<file path="config.mk">
export PLATFORM = sky130hd
export DESIGN_NAME = i2c_target_regs
export DESIGN_NICKNAME = d
export VERILOG_FILES = /design/src/rtl/i2c_pkg.sv /design/src/rtl/i2c_line_sync.sv /design/src/rtl/i2c_target_regs.sv
export SDC_FILE = /design/constraint.sdc
export NUM_CORES = 1
export LEC_CHECK = 0
export CAP_MARGIN = 10
export CORE_MARGIN = 5
export CORE_UTILIZATION = 55
export DETAILED_ROUTE_END_ITERATION = 12
export PLACE_DENSITY_LB_ADDON = 0.3
export SYNTH_ARGS = -nofsm -noshare
export SYNTH_HDL_FRONTEND = slang
export SYNTH_SLANG_ARGS = --single-unit
</file>
<file path="constraint.sdc">
create_clock -name Clk -period 8.1 [get_ports Clk]
set_clock_uncertainty 0.15 [all_clocks]
set_input_delay 1.62 -clock Clk [delete_from_list [all_inputs] [get_ports Clk]]
set_output_delay 1.62 -clock Clk [all_outputs]
set_load 0.02 [all_outputs]
</file>
<file path="src/rtl/i2c_pkg.sv">
// Shared types and constants for the I2C target register block.
package i2c_pkg;

  // Target protocol states
  typedef enum logic [3:0] {
    IDLE,
    ADDR,
    ADDR_ACK,
    PTR,
    PTR_ACK,
    WDATA,
    WDATA_ACK,
    RDATA,
    RDATA_ACK,
    WAIT_P
  } tgt_state_e;

  // SDA level in the ninth (acknowledge) bit slot
  localparam logic I2C_ACK  = 1'b0;
  localparam logic I2C_NACK = 1'b1;

  // Direction bit carried in the LSB of the address byte
  localparam logic RW_WRITE = 1'b0;
  localparam logic RW_READ  = 1'b1;

  // 3-input majority vote used by the optional line glitch filter
  function automatic logic maj3(input logic a, input logic b, input logic c);
    return (a & b) | (a & c) | (b & c);
  endfunction

endpackage

</file>
<file path="src/rtl/i2c_line_sync.sv">
// SCL/SDA line conditioning: synchronizers, optional majority glitch filter
// (enabled by defining I2C_TGT_GLITCH_FILTER_EN), and registered single-cycle
// pulses for SCL rise/fall, START and STOP.
module i2c_line_sync
  import i2c_pkg::*;
#(
  parameter int SYNC_STG = 2
) (
  input  logic Clk,
  input  logic Reset,
  input  logic SclIn,
  input  logic SdaIn,
  output logic SdaLevel,
  output logic SclRise,
  output logic SclFall,
  output logic StartDet,
  output logic StopDet
);

  logic [SYNC_STG-1:0] sclSync;
  logic [SYNC_STG-1:0] sdaSync;
  logic                sclLine;
  logic                sdaLine;
  logic                sclPrev;
  logic                sdaPrev;

  // Synchronizer chains; reset to the idle-bus level so reset release creates no edges
  // NOTE: state is updated with <= so every flop samples the pre-edge value of its source.
  always_ff @(posedge Clk or posedge Reset) begin
    if (Reset) begin
      sclSync <= '1;
      sdaSync <= '1;
    end else begin
      sclSync <= {sclSync[SYNC_STG-2:0], SclIn};
      sdaSync <= {sdaSync[SYNC_STG-2:0], SdaIn};
    end
  end

`ifdef I2C_TGT_GLITCH_FILTER_EN
  logic [1:0] sclHist;
  logic [1:0] sdaHist;

  // Majority over three consecutive samples drops any single-cycle pulse
  always_ff @(posedge Clk or posedge Reset) begin
    if (Reset) begin
      sclHist <= '1;
      sdaHist <= '1;
      sclLine <= 1'b1;
      sdaLine <= 1'b1;
    end else begin
      sclHist <= {sclHist[0], sclSync[SYNC_STG-1]};
      sdaHist <= {sdaHist[0], sdaSync[SYNC_STG-1]};
      sclLine <= maj3(sclSync[SYNC_STG-1], sclHist[0], sclHist[1]);
      sdaLine <= maj3(sdaSync[SYNC_STG-1], sdaHist[0], sdaHist[1]);
    end
  end
`else
  assign sclLine = sclSync[SYNC_STG-1];
  assign sdaLine = sdaSync[SYNC_STG-1];
`endif

  // Edge and bus-condition pulses; START/STOP need SCL high on both samples so an
  // SDA change that coincides with an SCL change is never mistaken for one
  always_ff @(posedge Clk or posedge Reset) begin
    if (Reset) begin
      sclPrev  <= 1'b1;
      sdaPrev  <= 1'b1;
      SdaLevel <= 1'b1;
      SclRise  <= 1'b0;
      SclFall  <= 1'b0;
      StartDet <= 1'b0;
      StopDet  <= 1'b0;
    end else begin
      sclPrev  <= sclLine;
      sdaPrev  <= sdaLine;
      SdaLevel <= sdaLine;
      SclRise  <= sclLine & ~sclPrev;
      SclFall  <= ~sclLine & sclPrev;
      StartDet <= sclLine & sclPrev & sdaPrev & ~sdaLine;
      StopDet  <= sclLine & sclPrev & ~sdaPrev & sdaLine;
    end
  end

endmodule

</file>
<file path="src/rtl/i2c_target_regs.sv">
// I2C target with an 8-bit register file: pointer write, data write and data
// read with auto-increment. SDA is driven open-drain through SdaOe. Defining
// I2C_TGT_GLITCH_FILTER_EN adds a majority glitch filter on both bus lines.
module i2c_target_regs
  import i2c_pkg::*;
#(
  parameter logic [6:0] TGT_ADDR = 7'h48,
  parameter int         NUM_REGS = 8,
  parameter int         SYNC_STG = 2
) (
  input  logic                        Clk,
  input  logic                        Reset,
  input  logic                        SclIn,
  input  logic                        SdaIn,
  output logic                        SdaOe,
  input  logic                        HostWrEn,
  input  logic [$clog2(NUM_REGS)-1:0] HostWrAddr,
  input  logic [7:0]                  HostWrData,
  output logic [8*NUM_REGS-1:0]       RegOut,
  output logic                        WrStrobe,
  output logic [$clog2(NUM_REGS)-1:0] WrAddr,
  output logic                        Busy
);

  localparam int PW = $clog2(NUM_REGS);

  logic sdaLevel;
  logic sclRise;
  logic sclFall;
  logic startDet;
  logic stopDet;

  tgt_state_e    state;
  tgt_state_e    stateNext;
  logic [3:0]    bitCnt;
  logic [3:0]    bitCntNext;
  logic [7:0]    shReg;
  logic [7:0]    shRegNext;
  logic [PW-1:0] ptr;
  logic [PW-1:0] ptrNext;
  logic          rwFlag;
  logic          rwNext;
  logic          sdaOeNext;
  logic          busyNext;
  logic          wrStrobeNext;
  logic [PW-1:0] wrAddrNext;
  logic          busWrEn;
  logic [7:0]    rxByte;
  logic          rxShift;
  logic          byteDone;
  logic [7:0]    regFile [NUM_REGS];

  i2c_line_sync #(
    .SYNC_STG (SYNC_STG)
  ) u_line_sync (
    .Clk      (Clk),
    .Reset    (Reset),
    .SclIn    (SclIn),
    .SdaIn    (SdaIn),
    .SdaLevel (sdaLevel),
    .SclRise  (sclRise),
    .SclFall  (sclFall),
    .StartDet (startDet),
    .StopDet  (stopDet)
  );

  // bitCnt counts received bits; 8 means the byte is complete and awaits its ACK slot
  assign rxByte   = {shReg[6:0], sdaLevel};
  assign byteDone = (bitCnt == 4'd8);
  assign rxShift  = sclRise && !byteDone;

  // Next-state and datapath decode; STOP and START override every state
  // NOTE: every variable gets a default first so no path leaves one unassigned (no latches).
  always_comb begin
    stateNext    = state;
    bitCntNext   = bitCnt;
    shRegNext    = shReg;
    ptrNext      = ptr;
    rwNext       = rwFlag;
    sdaOeNext    = SdaOe;
    busyNext     = Busy;
    wrStrobeNext = 1'b0;
    wrAddrNext   = WrAddr;
    busWrEn      = 1'b0;

    if (stopDet) begin
      stateNext  = IDLE;
      bitCntNext = 4'd0;
      sdaOeNext  = 1'b0;
      busyNext   = 1'b0;
    end else if (startDet) begin
      stateNext  = ADDR;
      bitCntNext = 4'd0;
      sdaOeNext  = 1'b0;
    end else begin
      case (state)
        IDLE: ;

        ADDR: begin
          if (rxShift) begin
            shRegNext  = rxByte;
            bitCntNext = bitCnt + 4'd1;
          end else if (sclFall && byteDone) begin
            if (shReg[7:1] == TGT_ADDR) begin
              stateNext = ADDR_ACK;
              sdaOeNext = 1'b1;
              busyNext  = 1'b1;
              rwNext    = shReg[0];
              if (shReg[0] == RW_READ) shRegNext = regFile[ptr];
            end else begin
              stateNext = WAIT_P;
              busyNext  = 1'b0;
            end
          end
        end

        ADDR_ACK: begin
          if (sclFall) begin
            bitCntNext = 4'd0;
            if (rwFlag == RW_READ) begin
              stateNext = RDATA;
              sdaOeNext = ~shReg[7];
            end else begin
              stateNext = PTR;
              sdaOeNext = 1'b0;
            end
          end
        end

        PTR: begin
          if (rxShift) begin
            shRegNext  = rxByte;
            bitCntNext = bitCnt + 4'd1;
          end else if (sclFall && byteDone) begin
            ptrNext   = shReg[PW-1:0];
            stateNext = PTR_ACK;
            sdaOeNext = 1'b1;
          end
        end

        PTR_ACK, WDATA_ACK: begin
          if (sclFall) begin
            stateNext  = WDATA;
            bitCntNext = 4'd0;
            sdaOeNext  = 1'b0;
          end
        end

        WDATA: begin
          if (rxShift) begin
            shRegNext  = rxByte;
            bitCntNext = bitCnt + 4'd1;
            if (bitCnt == 4'd7) begin
              busWrEn      = 1'b1;
              wrStrobeNext = 1'b1;
              wrAddrNext   = ptr;
              ptrNext      = ptr + 1'b1;
            end
          end else if (sclFall && byteDone) begin
            stateNext = WDATA_ACK;
            sdaOeNext = 1'b1;
          end
        end

        RDATA: begin
          if (sclFall) begin
            if (bitCnt == 4'd7) begin
              stateNext  = RDATA_ACK;
              bitCntNext = 4'd0;
              sdaOeNext  = 1'b0;
              ptrNext    = ptr + 1'b1;
            end else begin
              shRegNext  = {shReg[6:0], 1'b0};
              sdaOeNext  = ~shReg[6];
              bitCntNext = bitCnt + 4'd1;
            end
          end
        end

        // bitCnt=1 here records that the master ACKed and the next byte is loaded
        RDATA_ACK: begin
          if (sclRise) begin
            if (sdaLevel == I2C_ACK) begin
              shRegNext  = regFile[ptr];
              bitCntNext = 4'd1;
            end else begin
              stateNext = WAIT_P;
            end
          end else if (sclFall && bitCnt == 4'd1) begin
            stateNext  = RDATA;
            bitCntNext = 4'd0;
            sdaOeNext  = ~shReg[7];
          end
        end

        WAIT_P: sdaOeNext = 1'b0;

        default: begin
          stateNext = IDLE;
          sdaOeNext = 1'b0;
        end
      endcase
    end
  end

  // FSM state register
  always_ff @(posedge Clk or posedge Reset) begin
    if (Reset) state <= IDLE;
    else       state <= stateNext;
  end

  // Datapath and output registers; SdaOe clears asynchronously with Reset
  always_ff @(posedge Clk or posedge Reset) begin
    if (Reset) begin
      bitCnt   <= 4'd0;
      shReg    <= 8'h00;
      ptr      <= '0;
      rwFlag   <= RW_WRITE;
      SdaOe    <= 1'b0;
      Busy     <= 1'b0;
      WrStrobe <= 1'b0;
      WrAddr   <= '0;
    end else begin
      bitCnt   <= bitCntNext;
      shReg    <= shRegNext;
      ptr      <= ptrNext;
      rwFlag   <= rwNext;
      SdaOe    <= sdaOeNext;
      Busy     <= busyNext;
      WrStrobe <= wrStrobeNext;
      WrAddr   <= wrAddrNext;
    end
  end

  // Register file; the bus write comes last so it wins a same-cycle collision
  // NOTE: this small flop array is reset on purpose because software expects all-zero
  // contents after reset; a RAM-backed array would not take a reset.
  always_ff @(posedge Clk or posedge Reset) begin
    if (Reset) begin
      for (int i = 0; i < NUM_REGS; i++) regFile[i] <= 8'h00;
    end else begin
      if (HostWrEn) regFile[HostWrAddr] <= HostWrData;
      if (busWrEn)  regFile[ptr]        <= rxByte;
    end
  end

  // Flatten the register file onto RegOut
  for (genvar gi = 0; gi < NUM_REGS; gi++) begin : g_regout
    assign RegOut[8*gi +: 8] = regFile[gi];
  end

endmodule
</file>
==> results of run 1 <==
area by class of cell:
type	instances	area, um^2	area share, %
Multi-Input combinational cell	442	3060	44.6
Sequential cell	100	2510	36.5
Timing Repair Buffer	90	888	12.9
Tap cell	136	170	2.48
Clock buffer	12	145	2.11
Clock inverter	4	58.8	0.856
Inverter	9	36.3	0.528
power breakdown:
part / leakage (nW) / total, mW / switching, mW / internal (mW)
Combinational: 1.64 / 0.708 / 0.366 / 0.343
Clock: 0.103 / 0.340 / 0.185 / 0.155
Sequential: 1.19 / 0.769 / 0.169 / 0.600
Total: 2.93 / 1.82 / 0.720 / 1.10
routing by layer:
| layer | wire length (um) | share of wire (%) |
|---|---|---|
| met4 | 309 | 1.9 |
| met5 | 0 | 0 |
| met2 | 7400 | 45 |
| met3 | 1460 | 8.8 |
| met1 | 7430 | 45 |
state kept, by name, indices dropped and copies added, names as in the netlist, 2 cells and up:
register / cells
state: 4
WrAddr: 3
shReg: 8
u_line_sync.sclSync: 2
RegOut: 64
u_line_sync.sdaSync: 2
ptr: 3
bitCnt: 4
synthesized netlist by cell type (2+ instances only):
library cell | n | share of area (%)
clkbuf_1 | 32 | 2.1
a21oi_1 | 80 | 6.9
nor2_1 | 84 | 5.4
nor3b_1 | 7 | 0.90
buf_1 | 20 | 1.3
nor2b_1 | 10 | 1.1
nand3_1 | 4 | 0.34
a31oi_1 | 3 | 0.32
or2_2 | 2 | 0.22
nand4_1 | 11 | 1.2
nand2_1 | 17 | 1.1
a22oi_1 | 3 | 0.39
a211oi_1 | 2 | 0.26
nand4b_1 | 7 | 1.1
a221oi_1 | 6 | 0.90
inv_1 | 9 | 0.58
o21ai_0 | 20 | 1.7
mux2_2 | 14 | 2.7
dfrtp_1 | 94 | 40
ha_1 | 4 | 0.86
o22ai_1 | 3 | 0.32
nor4b_1 | 2 | 0.30
nor3_1 | 7 | 0.60
mux4_2 | 4 | 1.5
and2_1 | 4 | 0.43
o31ai_1 | 2 | 0.26
buf_2 | 3 | 0.26
and4_1 | 2 | 0.30
nand2b_1 | 6 | 0.65
dfstp_2 | 6 | 2.7
mux2i_1 | 93 | 16
or4b_2 | 2 | 0.34
a22o_1 | 15 | 2.3
a21boi_0 | 3 | 0.39
nand3b_1 | 3 | 0.39
placed cells by master (no fill, tap or decap), drive strengths merged, types with 3 or more instances in the layout:
cell / netlist / final
nor3: 7 / 7
nor4b: 3 / 3
a221oi: 6 / 6
a21boi: 3 / 3
dfstp: 6 / 6
and2: 4 / 4
nand3b: 3 / 3
clkdlybuf4s50: 0 / 85
nand2b: 6 / 6
buf: 23 / 5
mux4: 4 / 4
nand3: 4 / 4
clkbuf: 32 / 12
ha: 4 / 4
nor2: 84 / 84
nor3b: 7 / 7
inv: 9 / 10
a22oi: 3 / 3
nand4b: 7 / 7
a21oi: 80 / 80
nor2b: 10 / 10
mux2: 14 / 14
a22o: 15 / 15
o22ai: 3 / 3
o21ai: 20 / 20
nand4: 11 / 11
nand2: 17 / 17
mux2i: 93 / 93
a31oi: 3 / 3
dfrtp: 94 / 94
critical path: stages (launching register included):
cell and delay (ns):
dfrtp_1 0.80, or3b_2 0.53, nor4b_4 0.58, nand4_1 0.73
nor2_1 0.36, a21oi_1 0.08
final timing paths:
check                                       startpoint                endpoint  slack, ns  depth (start not counted)
worst max-delay path                          state[2]              RegOut[62]       4.72                          5
worst min-delay path            u_line_sync.sdaSync[0]  u_line_sync.sdaSync[1]       0.21                          0
worst max register to register                state[2]              RegOut[62]       4.72                          5
worst min register to register  u_line_sync.sdaSync[0]  u_line_sync.sdaSync[1]       0.21                          0
max in group asynchronous                        Reset                  ptr[2]       5.10                          3
min in group asynchronous                        Reset               bitCnt[0]       1.33                          2
metrics by stage:
step	std cells	hold slack, ns
2_1_floorplan	606	0.195
3_3_place_gp	777	0.197
3_5_place_dp	777	0.197
4_1_cts	793	0.213
5_1_grt	793	0.219
6_report	793	0.214
logic make-up (layout without fill, tap and decap cells):
family,count (synthesis),in the layout,synth area share [%]
simple gates,176,176,15.7
compound gates,149,149,15.5
buf+inv,64,115,4.19
xor+xnor,2,2,0.301
fa+ha+maj,4,4,0.860
mux,111,111,20.3
flops,100,100,43.1
==> metrics.md, run 1 <==
| Metric | Value |
|---|---|
| DR WL/cell | `20.9 um` |
| Post-CTS Setup Inserts | `0` |
| Largest net degree at the start of global routing | `87` |
| Worst Setup Start Kind | `flop` |
| Crit Path Max Fanout | `22` |
| Top FF cell, synth | `dfrtp_1` |
| Chip width | `113 um` |
| MaxCap Viol Count | `0` |
| CTS Hold Bufs | `0` |
| Slew @ Worst Pin | `1.10 ns` |
| Total power draw | `1.82 mW` |
| GPL Wtd Cong | `around 0.9` |
| Number of DRC markers in iteration 0 | `419` |
| Required time worst endpoint | `8.20 ns` |
| Share of cells above drive strength 1 | `approximately 7.8%` |
| Die area | `approximately 13000 um^2` |
| Tot GR Track Use | `approximately 26%` |
| Pwr/cell area | `roughly 260 nW/um^2` |
| Final Cell Area | `6870 um^2` |
| CTS root buffer | `clkbuf_8` |
| Detailed placement HPWL | `approximately 11 mm` |
| Final Hold Viols | `0` |
| Maximum clock frequency | `296 MHz` |
| FP Rows | `37` |
| Finished Core Util | `66.6%` |
| Setup-failing EPs final | `0` |
| Slew margin rel. | `26.9%` |
| Met2 Use GR | `a little under 40%` |
| Met1 Usage GRT | `37.4%` |
| Critical setup path kind | `flop to flop` |
| Vias per Instance | `6.34` |
| Status | `complete, no violations` |
| Initial antenna violation count | `0` |
| Avg Cell Area, Syn | `around 9.6 um^2` |
| Critical path arrival | `3.47 ns` |
| Post-Synthesis Cells | `606` |
| CTS clk-pin slew, worst paths | `0.11 ns` |
| Synth cell types | `57` |
| Mapped Nets | `626` |
| # DRC | `0` |
| Synth async-reset ratio | `100%` |
| Worst vdd ir | `184 uV` |
| Fin crit period | `roughly 3.4 ns` |
| Endpoint type of the worst setup path | `flop` |
| RSZ-0062 raised after global routing | `false` |
| Busiest grt layer | `met2` |
| Number of global-route vias before repair | `4898` |
| Synth Cell Area | `5820 um^2` |
| Met3 Use GR | `~5.7%` |
| P&R area growth vs syn | `18.2%` |
| Setup WS post-layout | `4.72 ns` |
| Initial DRT Pass Iterations | `5` |
| Tcrit/Tclk final | `41.7%` |
| TritonCTS buffer count | `9` |
| Final ANT Viol Nets | `0` |
| Synth warn | `0` |
| Initial Utilization | `56.3%` |
| Slew Viols, Final | `0` |
| Clock Sinks | `100` |
| Setup_tns | `0 ns` |
| Ant diodes | `0` |
| Die Y | `113 um` |
| CTS tree | `built` |
| Vias | `approximately 5000` |
| Port Buffers | `85` |
| NumNets Final | `672` |
| Clk Latency, worst-skew pair | `0.39 ns` |
| Post-CTS Resized | `0` |
| EDFF count, synth | `0` |
| Grt total ovfl | `0` |
| H-Tree Depth | `3` |
| Core area | `10300 um^2` |
| HP Class | `flop to flop` |
| Clock tree buffer depth | `2` |
| Synth Register Bits | `100` |
| Leakage power | `2.93 nW` |
| Sequential-to-total area share from yosys stat | `~43%` |
| Detailed Route WL | `16.6 mm` |
| Area after DPL | `6670 um^2` |
| Filler cells | `837` |
| First-pass GRT wire length | `roughly 26 mm` |
| Place WS | `4.49 ns` |
| # IOs | `86` |
(Power assumes the default switching activity.)
==> run 2: changes to the inputs <==
- CORE_UTILIZATION: 55 -> 50
- clock period: 8.1 -> 2.8 ns (I/O delays scaled with it)
==> metrics.md, run 2 (synthesis gave the netlist of run 1 again) <==
| Metric | Value |
|---|---|
| Initial Utilization | `50.9% (-5.4 points)` |
| Area after DPL | `7000 um^2 (+5.0%)` |
| Grt total ovfl | `0 (unchanged)` |
| Die area | `13900 um^2 (+9.1%)` |
| Setup_tns | `0 ns (unchanged)` |
| Critical path's largest stage delay | `0.55 ns (-0.25 ns)` |
| Slew Viols, Final | `0 (unchanged)` |
| Vias per Instance | `6.18 (-2.5%)` |
| Worst vdd ir | `500 uV (+170%)` |
| Inst Count DP | `820 (+5.5%)` |
| Status | `complete, no violations` |
| Worst path slowest cell | `dfrtp_1` |
| Ant diodes | `0 (unchanged)` |
| Number of DRC markers in iteration 0 | `432 (+3.1%)` |
| Worst Setup Start Kind | `flop` |
| TritonCTS buffer count | `9 (unchanged)` |
| FP Rows | `39 (+5.4%)` |
| P&R area growth vs syn | `25.2%` |
| Pwr/cell area | `770 nW/um^2 (+190%)` |
| Die Y | `118 um (+4.4%)` |
| Final cell count without fillers | `836 (+5.4%)` |
| Worst Setup SP | `shReg[5]` |
| Family with the most delay on the worst path | `simple AND/OR/NAND/NOR gates` |
| Slew margin rel. | `55.8% (+29 points)` |
| Detailed Route WL | `17.7 mm (+6.8%)` |
| Max reg flops | `64 (unchanged)` |
| Leakage power | `3.15 nW (+7.4%)` |
| Final Hold Viols | `0 (unchanged)` |
| Clk Latency, worst-skew pair | `0.36 ns (-0.03 ns)` |
| Vias | `5167 (+2.8%)` |
| Core area | `11400 um^2 (+11%)` |
| Post-CTS Setup Inserts | `0 (unchanged)` |
| CTS root buffer | `clkbuf_16` |
| Min-delay src | `u_line_sync.sclSync[0]` |
| Endpoint type of the worst setup path | `flop` |
| Critical setup path kind | `flop to flop` |
| Detailed placement HPWL | `12.7 mm (+12%)` |
| First-pass GRT wire length | `28.9 mm (+11%)` |
| Share of cells above drive strength 1 | `12.8% (+5.1 points)` |
| Chip width | `118 um (+4.4%)` |
| Required time worst endpoint | `2.89 ns (-5.31 ns)` |
| Largest net degree at the start of global routing | `28 (-68%)` |
| Post-CTS Resized | `0 (unchanged)` |
| Worst r2r src | `shReg[5]` |
| Filler cells | `956 (+14%)` |
| Crit Path Max Fanout | `11 (-50%)` |
| Setup-failing EPs final | `0 (unchanged)` |
| Number of global-route vias before repair | `5232 (+6.8%)` |
| CTS tree | `built` |
| MaxCap Viol Count | `0 (unchanged)` |
| Tcrit/Tclk final | `91.7% (+50 points)` |
| Tot GR Track Use | `26.0% (+0.11 points)` |
| Final Cell Area | `7280 um^2 (+5.9%)` |
| Most frequent cells in the layout | `93 x dfrtp_1, 93 x mux2i_1, 85 x clkdlybuf4s50_1` |
| Crit-path cells | `nor3b_1 > nand2_1 > o31ai_1 > and4_1 > mux2_2` |
| Worst hold slack | `0.210 ns (-0.00347 ns)` |
| Clock tree buffer depth | `2 (unchanged)` |
| NumNets Final | `708 (+5.4%)` |
| CTS Hold Bufs | `0 (unchanged)` |
| # DRC | `0 (unchanged)` |
| Critical path arrival | `2.65 ns (-0.82 ns)` |
| Maximum clock frequency | `390 MHz (+32%)` |
| Initial antenna violation count | `0 (unchanged)` |
| Multi-input logic area | `3060 um^2 (unchanged)` |
| Clock Sinks | `100 (unchanged)` |
| Fin crit period | `2.57 ns (-0.810 ns)` |
| Initial DRT Pass Iterations | `8 (+3)` |
| GPL Wtd Cong | `0.934 (+2.5%)` |
| H-Tree Depth | `3 (unchanged)` |
| Register area | `2510 um^2 (unchanged)` |
| RSZ-0062 raised after global routing | `false` |
| CTS clk-pin slew, worst paths | `0.07 ns (-0.04 ns)` |
| HP Class | `flop to flop` |
| Final ANT Viol Nets | `0 (unchanged)` |
| Total power draw | `5.60 mW (+210%)` |
| Port Buffers | `85 (unchanged)` |
| Slew @ Worst Pin | `0.660 ns (-0.438 ns)` |
| # IOs | `86 (unchanged)` |
| DR WL/cell | `21.2 um (+1.4%)` |
| CP bufs+invs | `0 (unchanged)` |
## run 2: cell types whose count changed in the layout (fill, tap and decap cells not counted)
cell and change:
clkbuf_16 +9, clkbuf_8 -10, inv_6 +4, buf_12 +4
clkinvlp_4 +2, bufinv_16 -1, inv_8 -1, buf_4 +32
clkbuf_1 -2, clkinv_2 +1, inv_4 -1, clkinv_4 -1
## run 2: metal layers
metal	wire length (um)	vias to the layer above	global-route usage [%]
met3	1640	29	6.39
met1	7900	2504	38.1
li1	-	2361	-
met5	0	-	0
met4	317	0	7.38
met2	7880	273	38.2
## run 2: report_power, final
group | internal (mW) | switching (mW)
Clock | 0.616 | 0.588
Sequential | 1.74 | 0.317
Combinational | 1.07 | 1.27
## run 2: layout make-up
class                      count  share of cell area, %
inverter                       9                  0.516
sequential                   100                   34.5
timing repair buffer         126                   16.6
tap                          143                   2.46
clock buffer                   9                   3.09
clock inverter                 7                  0.773
multi-input combinational    442                   42.1
## run 2: through the flow
stage	util [%]	setup WS (ns)
2_1_floorplan	-	0.447
3_3_place_gp	61.3	0.288
3_5_place_dp	61.3	0.264
4_1_cts	63.8	0.244
5_1_grt	63.8	0.0924
6_report	63.8	0.233
## run 2: path summary, 6_finish.rpt
path | end | slack (ns) | cells after the start
hold reg to reg | u_line_sync.sclSync[1] | 0.21 | 0
min in group asynchronous | RegOut[8] | 0.49 | 2
setup / recovery | shReg[2] | 0.23 | 5
max in group asynchronous | u_line_sync.sdaSync[1] | 1.42 | 3
hold / removal | u_line_sync.sclSync[1] | 0.21 | 0
setup reg to reg | shReg[2] | 0.23 | 5
==> run 3: changes to the inputs <==
- CTS_BUF_LIST: unset -> sky130_fd_sc_hd__clkbuf_16
==> results of run 3 <==
Same layout as run 2: the final DEF is identical, and so are final timing and power.
